==> src/rtl/cartpole_episode_driver_pkg.sv <==
// Shared constants, default widths and FSM state type for the CartPole episode driver.
package cartpole_episode_driver_pkg;

  localparam int CP_STA_WL    = 128;
  localparam int CP_ACT_WL    = 1;
  localparam int CP_RWD_WL    = 1;
  localparam int CP_STEP_WL   = 16;
  localparam int CP_RET_WL    = 16;
  localparam int CP_MAX_STEPS = 500;
  localparam int CP_TIMEOUT   = 1024;

  // Start-of-episode state fields, FP32 each, packed {x, x_dot, theta, theta_dot}.
  localparam logic [31:0] CP_INIT_X         = 32'hBDDA4B6F;
  localparam logic [31:0] CP_INIT_X_DOT     = 32'hBE7002B9;
  localparam logic [31:0] CP_INIT_THETA     = 32'h3E53E72E;
  localparam logic [31:0] CP_INIT_THETA_DOT = 32'h3F5F1AFC;

  localparam logic [CP_STA_WL-1:0] CP_INIT_STA =
    {CP_INIT_X, CP_INIT_X_DOT, CP_INIT_THETA, CP_INIT_THETA_DOT};

  typedef enum logic [2:0] {
    ST_IDLE,
    ST_OBS,
    ST_ISSUE,
    ST_WAIT,
    ST_CHECK,
    ST_REPORT
  } ep_state_t;

endpackage

==> src/rtl/cartpole_episode_driver_ep_stats.sv <==
// Per-episode statistics: step counter capped at MAX_STEPS and a
// saturating reward accumulator, both cleared at episode boundaries.
module cartpole_ep_stats #(
  parameter int STEP_WL   = 16,
  parameter int RET_WL    = 16,
  parameter int RWD_WL    = 1,
  parameter int MAX_STEPS = 500
) (
  input  logic               i_clk,
  input  logic               i_rst,
  input  logic               i_clr,
  input  logic               i_inc,
  input  logic [RWD_WL-1:0]  i_rwd,
  output logic [STEP_WL-1:0] o_step,
  output logic [RET_WL-1:0]  o_ret,
  output logic               o_at_limit
);

  // One extra bit over the wider operand so an overflow of the return is visible.
  localparam int SUM_WL = ((RET_WL > RWD_WL) ? RET_WL : RWD_WL) + 1;
  localparam logic [SUM_WL-1:0] RET_MAX = SUM_WL'({RET_WL{1'b1}});

  logic [STEP_WL-1:0] r_step;
  logic [RET_WL-1:0]  r_ret;
  logic [SUM_WL-1:0]  w_sum;
  logic               w_at_limit;

  assign w_sum      = SUM_WL'(r_ret) + SUM_WL'(i_rwd);
  assign w_at_limit = (r_step == STEP_WL'(MAX_STEPS));

  // Count steps and accumulate reward; the step count never passes the limit
  // and the return sticks at all-ones instead of wrapping.
  always_ff @(posedge i_clk or posedge i_rst) begin
    if (i_rst) begin
      r_step <= '0;
      r_ret  <= '0;
    end else if (i_clr) begin
      r_step <= '0;
      r_ret  <= '0;
    end else if (i_inc) begin
      if (!w_at_limit) begin
        r_step <= r_step + STEP_WL'(1);
      end
      if (w_sum > RET_MAX) begin
        r_ret <= {RET_WL{1'b1}};
      end else begin
        r_ret <= w_sum[RET_WL-1:0];
      end
    end
  end

  assign o_step     = r_step;
  assign o_ret      = r_ret;
  assign o_at_limit = w_at_limit;

endmodule

==> src/rtl/cartpole_episode_driver.sv <==
// Agent-side episode driver: holds the CartPole state, trades observations for
// policy actions, runs one core step per action and reports each episode.
module cartpole_episode_driver
  import cartpole_episode_driver_pkg::*;
#(
  parameter int STA_WL    = CP_STA_WL,
  parameter int ACT_WL    = CP_ACT_WL,
  parameter int RWD_WL    = CP_RWD_WL,
  parameter int STEP_WL   = CP_STEP_WL,
  parameter int RET_WL    = CP_RET_WL,
  parameter int MAX_STEPS = CP_MAX_STEPS,
  parameter int TIMEOUT   = CP_TIMEOUT,
  parameter logic [STA_WL-1:0] INIT_STA = CP_INIT_STA
) (
  input  logic               i_clk,
  input  logic               i_rst,
  input  logic               i_run,
  output logic [STA_WL-1:0]  o_obs,
  output logic               o_act_ready,
  input  logic               i_act_valid,
  input  logic [ACT_WL-1:0]  i_act,
  output logic               o_env_ena,
  output logic [STA_WL-1:0]  o_env_sta,
  output logic [ACT_WL-1:0]  o_env_act,
  input  logic [STA_WL-1:0]  i_env_sta,
  input  logic [RWD_WL-1:0]  i_env_rwd,
  input  logic               i_env_done,
  input  logic               i_env_valid,
  output logic               o_ep_valid,
  output logic [STEP_WL-1:0] o_ep_len,
  output logic [RET_WL-1:0]  o_ep_ret,
  output logic               o_ep_trunc,
  output logic               o_busy,
  output logic               o_err
);

  localparam int TMO_WL = $clog2(TIMEOUT) + 1;

  ep_state_t          r_state;
  ep_state_t          w_next;
  logic [STA_WL-1:0]  r_sta;
  logic [ACT_WL-1:0]  r_act;
  logic               r_done;
  logic [TMO_WL-1:0]  r_tmo;
  logic               r_err;
  logic [STEP_WL-1:0] r_ep_len;
  logic [RET_WL-1:0]  r_ep_ret;
  logic               r_ep_trunc;

  logic               w_act_ready;
  logic               w_env_ena;
  logic               w_ep_valid;
  logic               w_start;
  logic               w_clr;
  logic               w_accept;
  logic               w_take;
  logic               w_timeout;
  logic               w_summ;
  logic [STEP_WL-1:0] w_step;
  logic [RET_WL-1:0]  w_ret;
  logic               w_at_limit;

  cartpole_ep_stats #(
    .STEP_WL  (STEP_WL),
    .RET_WL   (RET_WL),
    .RWD_WL   (RWD_WL),
    .MAX_STEPS(MAX_STEPS)
  ) u_stats (
    .i_clk     (i_clk),
    .i_rst     (i_rst),
    .i_clr     (w_clr),
    .i_inc     (w_take),
    .i_rwd     (i_env_rwd),
    .o_step    (w_step),
    .o_ret     (w_ret),
    .o_at_limit(w_at_limit)
  );

  // FSM state register.
  always_ff @(posedge i_clk or posedge i_rst) begin
    if (i_rst) begin
      r_state <= ST_IDLE;
    end else begin
      r_state <= w_next;
    end
  end

  // Next-state and per-state strobes; a core valid is only honoured in WAIT,
  // and a terminal step wins over the step limit when both happen together.
  always_comb begin
    w_next      = r_state;
    w_act_ready = 1'b0;
    w_env_ena   = 1'b0;
    w_ep_valid  = 1'b0;
    w_start     = 1'b0;
    w_clr       = 1'b0;
    w_accept    = 1'b0;
    w_take      = 1'b0;
    w_timeout   = 1'b0;
    w_summ      = 1'b0;
    case (r_state)
      ST_IDLE: begin
        if (i_run) begin
          w_next  = ST_OBS;
          w_start = 1'b1;
          w_clr   = 1'b1;
        end
      end
      ST_OBS: begin
        w_act_ready = 1'b1;
        if (i_act_valid) begin
          w_accept = 1'b1;
          w_next   = ST_ISSUE;
        end
      end
      ST_ISSUE: begin
        w_env_ena = 1'b1;
        w_next    = ST_WAIT;
      end
      ST_WAIT: begin
        if (i_env_valid) begin
          w_take = 1'b1;
          w_next = ST_CHECK;
        end else if (r_tmo == TMO_WL'(TIMEOUT - 1)) begin
          w_timeout = 1'b1;
          w_next    = ST_IDLE;
        end
      end
      ST_CHECK: begin
        if (r_done || w_at_limit) begin
          w_summ = 1'b1;
          w_next = ST_REPORT;
        end else begin
          w_next = ST_OBS;
        end
      end
      ST_REPORT: begin
        w_ep_valid = 1'b1;
        w_clr      = 1'b1;
        w_next     = i_run ? ST_OBS : ST_IDLE;
      end
      default: begin
        w_next = ST_IDLE;
      end
    endcase
  end

  // Environment state: back to the initial state at every episode boundary,
  // otherwise follows whatever the core returned for the last step.
  always_ff @(posedge i_clk or posedge i_rst) begin
    if (i_rst) begin
      r_sta <= INIT_STA;
    end else if (w_clr) begin
      r_sta <= INIT_STA;
    end else if (w_take) begin
      r_sta <= i_env_sta;
    end
  end

  // Hold the accepted action for the core and the terminal flag for CHECK.
  always_ff @(posedge i_clk or posedge i_rst) begin
    if (i_rst) begin
      r_act  <= '0;
      r_done <= 1'b0;
    end else begin
      if (w_accept) begin
        r_act <= i_act;
      end
      if (w_take) begin
        r_done <= i_env_done;
      end
    end
  end

  // Watchdog on the core: restarted by each step request, counts WAIT cycles.
  always_ff @(posedge i_clk or posedge i_rst) begin
    if (i_rst) begin
      r_tmo <= '0;
    end else if (w_env_ena) begin
      r_tmo <= '0;
    end else if (r_state == ST_WAIT) begin
      r_tmo <= r_tmo + TMO_WL'(1);
    end
  end

  // Sticky timeout error, cleared only when a new run starts from IDLE.
  always_ff @(posedge i_clk or posedge i_rst) begin
    if (i_rst) begin
      r_err <= 1'b0;
    end else if (w_start) begin
      r_err <= 1'b0;
    end else if (w_timeout) begin
      r_err <= 1'b1;
    end
  end

  // Episode summary captured on the way into REPORT and held until the next one.
  always_ff @(posedge i_clk or posedge i_rst) begin
    if (i_rst) begin
      r_ep_len   <= '0;
      r_ep_ret   <= '0;
      r_ep_trunc <= 1'b0;
    end else if (w_summ) begin
      r_ep_len   <= w_step;
      r_ep_ret   <= w_ret;
      r_ep_trunc <= ~r_done;
    end
  end

  assign o_obs       = r_sta;
  assign o_env_sta   = r_sta;
  assign o_env_act   = r_act;
  assign o_act_ready = w_act_ready;
  assign o_env_ena   = w_env_ena;
  assign o_ep_valid  = w_ep_valid;
  assign o_ep_len    = r_ep_len;
  assign o_ep_ret    = r_ep_ret;
  assign o_ep_trunc  = r_ep_trunc;
  assign o_busy      = (r_state != ST_IDLE);
  assign o_err       = r_err;

endmodule
==> config.mk <==
export PLATFORM = sky130hd
export DESIGN_NAME = cartpole_episode_driver
export DESIGN_NICKNAME = d
export VERILOG_FILES = /design/src/rtl/cartpole_episode_driver_pkg.sv /design/src/rtl/cartpole_episode_driver_ep_stats.sv /design/src/rtl/cartpole_episode_driver.sv
export SDC_FILE = /design/constraint.sdc
export NUM_CORES = 1
export LEC_CHECK = 0
export ABC_AREA = 1
export CORE_AREA = 4 4 165 167
export CTS_CLUSTER_DIAMETER = 120
export DETAILED_ROUTE_END_ITERATION = 10
export DIE_AREA = 0 0 169 171
export PLACE_DENSITY = 0.8
export SLEW_MARGIN = 20
export SYNTH_ARGS = -nofsm -noshare
export SYNTH_HDL_FRONTEND = slang
export SYNTH_SLANG_ARGS = --single-unit
==> constraint.sdc <==
create_clock -name i_clk -period 9.1 [get_ports i_clk]
set_clock_uncertainty 0.2 [all_clocks]
set_input_delay 1.365 -clock i_clk [delete_from_list [all_inputs] [get_ports i_clk]]
set_output_delay 1.365 -clock i_clk [all_outputs]
set_load 0.05 [all_outputs]
==> impl_metrics.toml <==
[yosys]
async_flop_share = 1.00
ys.warnings.count = 0
seq_area_frac_synth = 0.549
synthMuxAreaShare = 0
synth_fp_nets = 1123
syn_avg_cell_area_um2 = 9.93
synthAdderAreaFrac = 0.00642
synth_simple_gate_area_frac = 0.144
synth_compound_area_frac = 0.153
synth_top_family_by_area = "compound AO/OA/AOI/OAI gates"
syn_area_um2 = 9750
synth_xor_area_frac = 0.00719
synthCells = 982
synth.distinct_cells = 32
synth_edf_count = 0
ys_ff_latch = 210
synth_ff_type = "dfrtp_1"

[floorplan]
start_util = 0.378
dieArea_um2 = 28900
die_h_um = 171
ios = 431
rows = 59
core_area_um2 = 25800
die_width_um = 169

[layout]
regArea_um2 = 5350
nets = 1415
nFillCells = 2204
diodes = 0
layout-drive-gt1-share = 0.107
syn2layout_area_growth_pct = 46.0
multi_input_area_um2 = 3030

[placement]
hpwlAfterDp_um = 21000
gp_congestion = 0.910
port_buffers = 430

[clocking]
cts-resized-gates = 0
clk_latency_ns = 0.51
cts_tree = "done"
path_clk_slew_ns = 0.06
numCtsBuffers = 23
postCtsHoldBufs = 0
postCtsSetupBuffers = 0
clockRootBuffer = "clkbuf_16"
clock_path_buffers = 3
htree_levels = 1
clock_sink_count = 210

[timing]
rsz0062_at_grt = "false"
tns_ns = 0
maxSlewViolCount = 0
setup_viol = 0
min_period_ns = 3.96
min_period_over_period = 0.436
worstMarginPinSlew_ns = 0.964
timing.fmax_mhz = 252
finalHoldViolations = 0
max_slew_margin = 0.357

[drt]
antenna_left = 0
viasPerCell = 5.02
drtIter0Drc = 685
drc = 0
firstDrtPassIters = 5
routed_wl_um = 29300
num_vias = 8158
wl_per_cell_um = 18.0

[global_routing]
grt_pass1_wl_um = 45600
antenna_found_initial = 0
grt_usage = 0.193
grt_pass1_vias = 8282
grt-ovfl-total = 0
grt_max_degree = 135

[setup_path]
cp_slowest_stage_delay_ns = 0.85
endpoint_kind = "output pin"
cp_top_family = "buffers and inverters"
crit_fanout = 7
start_kind = "flop"
worstSetupPathType = "flop to output pin"
crit_arrival_ns = 2.40
slowest_stage = "clkdlybuf4s50_1"
required_ns = 7.54
worst-path-buf-inv = 3
cp_cell_sequence = "inv_2, nand3_1, inv_1, clkdlybuf4s50_1"

[outcome]
status = "completed"

[flow_run]
drv_cap = 0

[hold_path]
hold_class = "flop to flop"
## registers in the layout, indices dropped and copies added (netlist names)
register,flops
o_env_act,1
o_env_sta,128
o_ep_len,16
o_ep_ret,16
o_ep_trunc,1
o_err,1
r_done,1
r_state,3
r_tmo,11
u_stats.o_ret,16
u_stats.o_step,16
## area by class of cell
type                       instances  area share
sequential                       210       0.376
tap                              335      0.0295
multi-input combinational        543       0.213
inverter                          61      0.0166
timing repair buffer             435       0.305
clock buffer                      29      0.0455
clock inverter                    13      0.0142
## cells in the mapped netlist, types with 7 or more instances
| master | number | area (µm²) |
|---|---|---|
| a21oi_1 | 7 | 35.0 |
| a22o_1 | 52 | 455 |
| buf_1 | 8 | 30.0 |
| buf_2 | 19 | 95.1 |
| buf_4 | 130 | 976 |
| clkbuf_1 | 11 | 41.3 |
| dfrtp_1 | 134 | 3350 |
| dfstp_2 | 76 | 2000 |
| inv_1 | 55 | 206 |
| nand2_1 | 196 | 736 |
| nand3_1 | 42 | 210 |
| nand4_1 | 18 | 113 |
| nor2_1 | 59 | 221 |
| nor3_1 | 8 | 40.0 |
| o21ai_0 | 28 | 140 |
| o21ai_1 | 27 | 135 |
| o22a_1 | 76 | 666 |
| xor2_1 | 8 | 70.1 |
## logic make-up (layout without fill, tap and decap cells)
| family | Yosys count | after routing |
|---|---|---|
| compound gates | 198 | 198 |
| xor+xnor | 8 | 8 |
| fa+ha+maj | 5 | 5 |
| buf+inv | 229 | 538 |
| flops | 210 | 210 |
| simple gates | 332 | 332 |
## metrics by stage
step	hold slack (ns)	util	instance area [µm²]	instances	setup WS (ns)
after global routing	0.296	0.552	14200	1626	4.98
final	0.273	0.552	14200	1626	5.14
after CTS	0.277	0.552	14200	1626	5.08
after floorplan	0.227	-	9750	982	1.92
after detailed placement	0.258	0.519	13400	1584	4.74
after global placement	0.249	0.519	13400	1584	4.79
## layer usage
metal  wire length, µm  part of all wire  track usage  vias up
li1                  -                 -            -     3782
met1             11700              0.40        0.241     3979
met2             14500              0.49        0.339      358
met3              2480             0.085       0.0504       39
met4               561             0.019       0.0410        0
met5                 0                 0            0        -
## worst paths after layout
check / startpoint / endpoint / slack (ns) / depth (start not counted)
max: r_state[2]$_DFFE_PP0P_ / o_env_ena / 5.14 / 4
min: o_ep_len[5]$_DFFE_PP0P_ / o_ep_len[5]$_DFFE_PP0P_ / 0.27 / 2
max reg2reg: r_state[2]$_DFFE_PP0P_ / o_env_sta[59]$_DFFE_PP1P_ / 6.01 / 8
min reg2reg: o_ep_len[5]$_DFFE_PP0P_ / o_ep_len[5]$_DFFE_PP0P_ / 0.27 / 2
max in group asynchronous: i_rst / u_stats.o_ret[0]$_DFFE_PP0P_ / 5.90 / 3
min in group asynchronous: i_rst / o_env_sta[87]$_DFFE_PP0P_ / 1.28 / 2
## placed cells by master, fill, tap and decap left out, types with 28 or more instances in the layout
cell	synthesis	final
inv_1	55	54
o22a_1	76	76
dfstp_2	76	76
o21ai_0	28	28
a22o_1	52	52
clkdlybuf4s50_1	0	430
dfrtp_1	134	134
nand3_1	42	42
nor2_1	59	59
nand2_1	196	196
## worst register-to-register path, cell delays in order (launching register included)
cell	delay [ns]
dfrtp_1	0.45
inv_2	0.13
nand3_2	0.17
nor2_8	0.38
nor2_4	0.06
buf_4	0.32
inv_2	0.56
buf_4	0.53
o22a_1	0.23
Power is not shown: default switching activity piles up to over one toggle a cycle in this logic, so the estimate is an artifact.
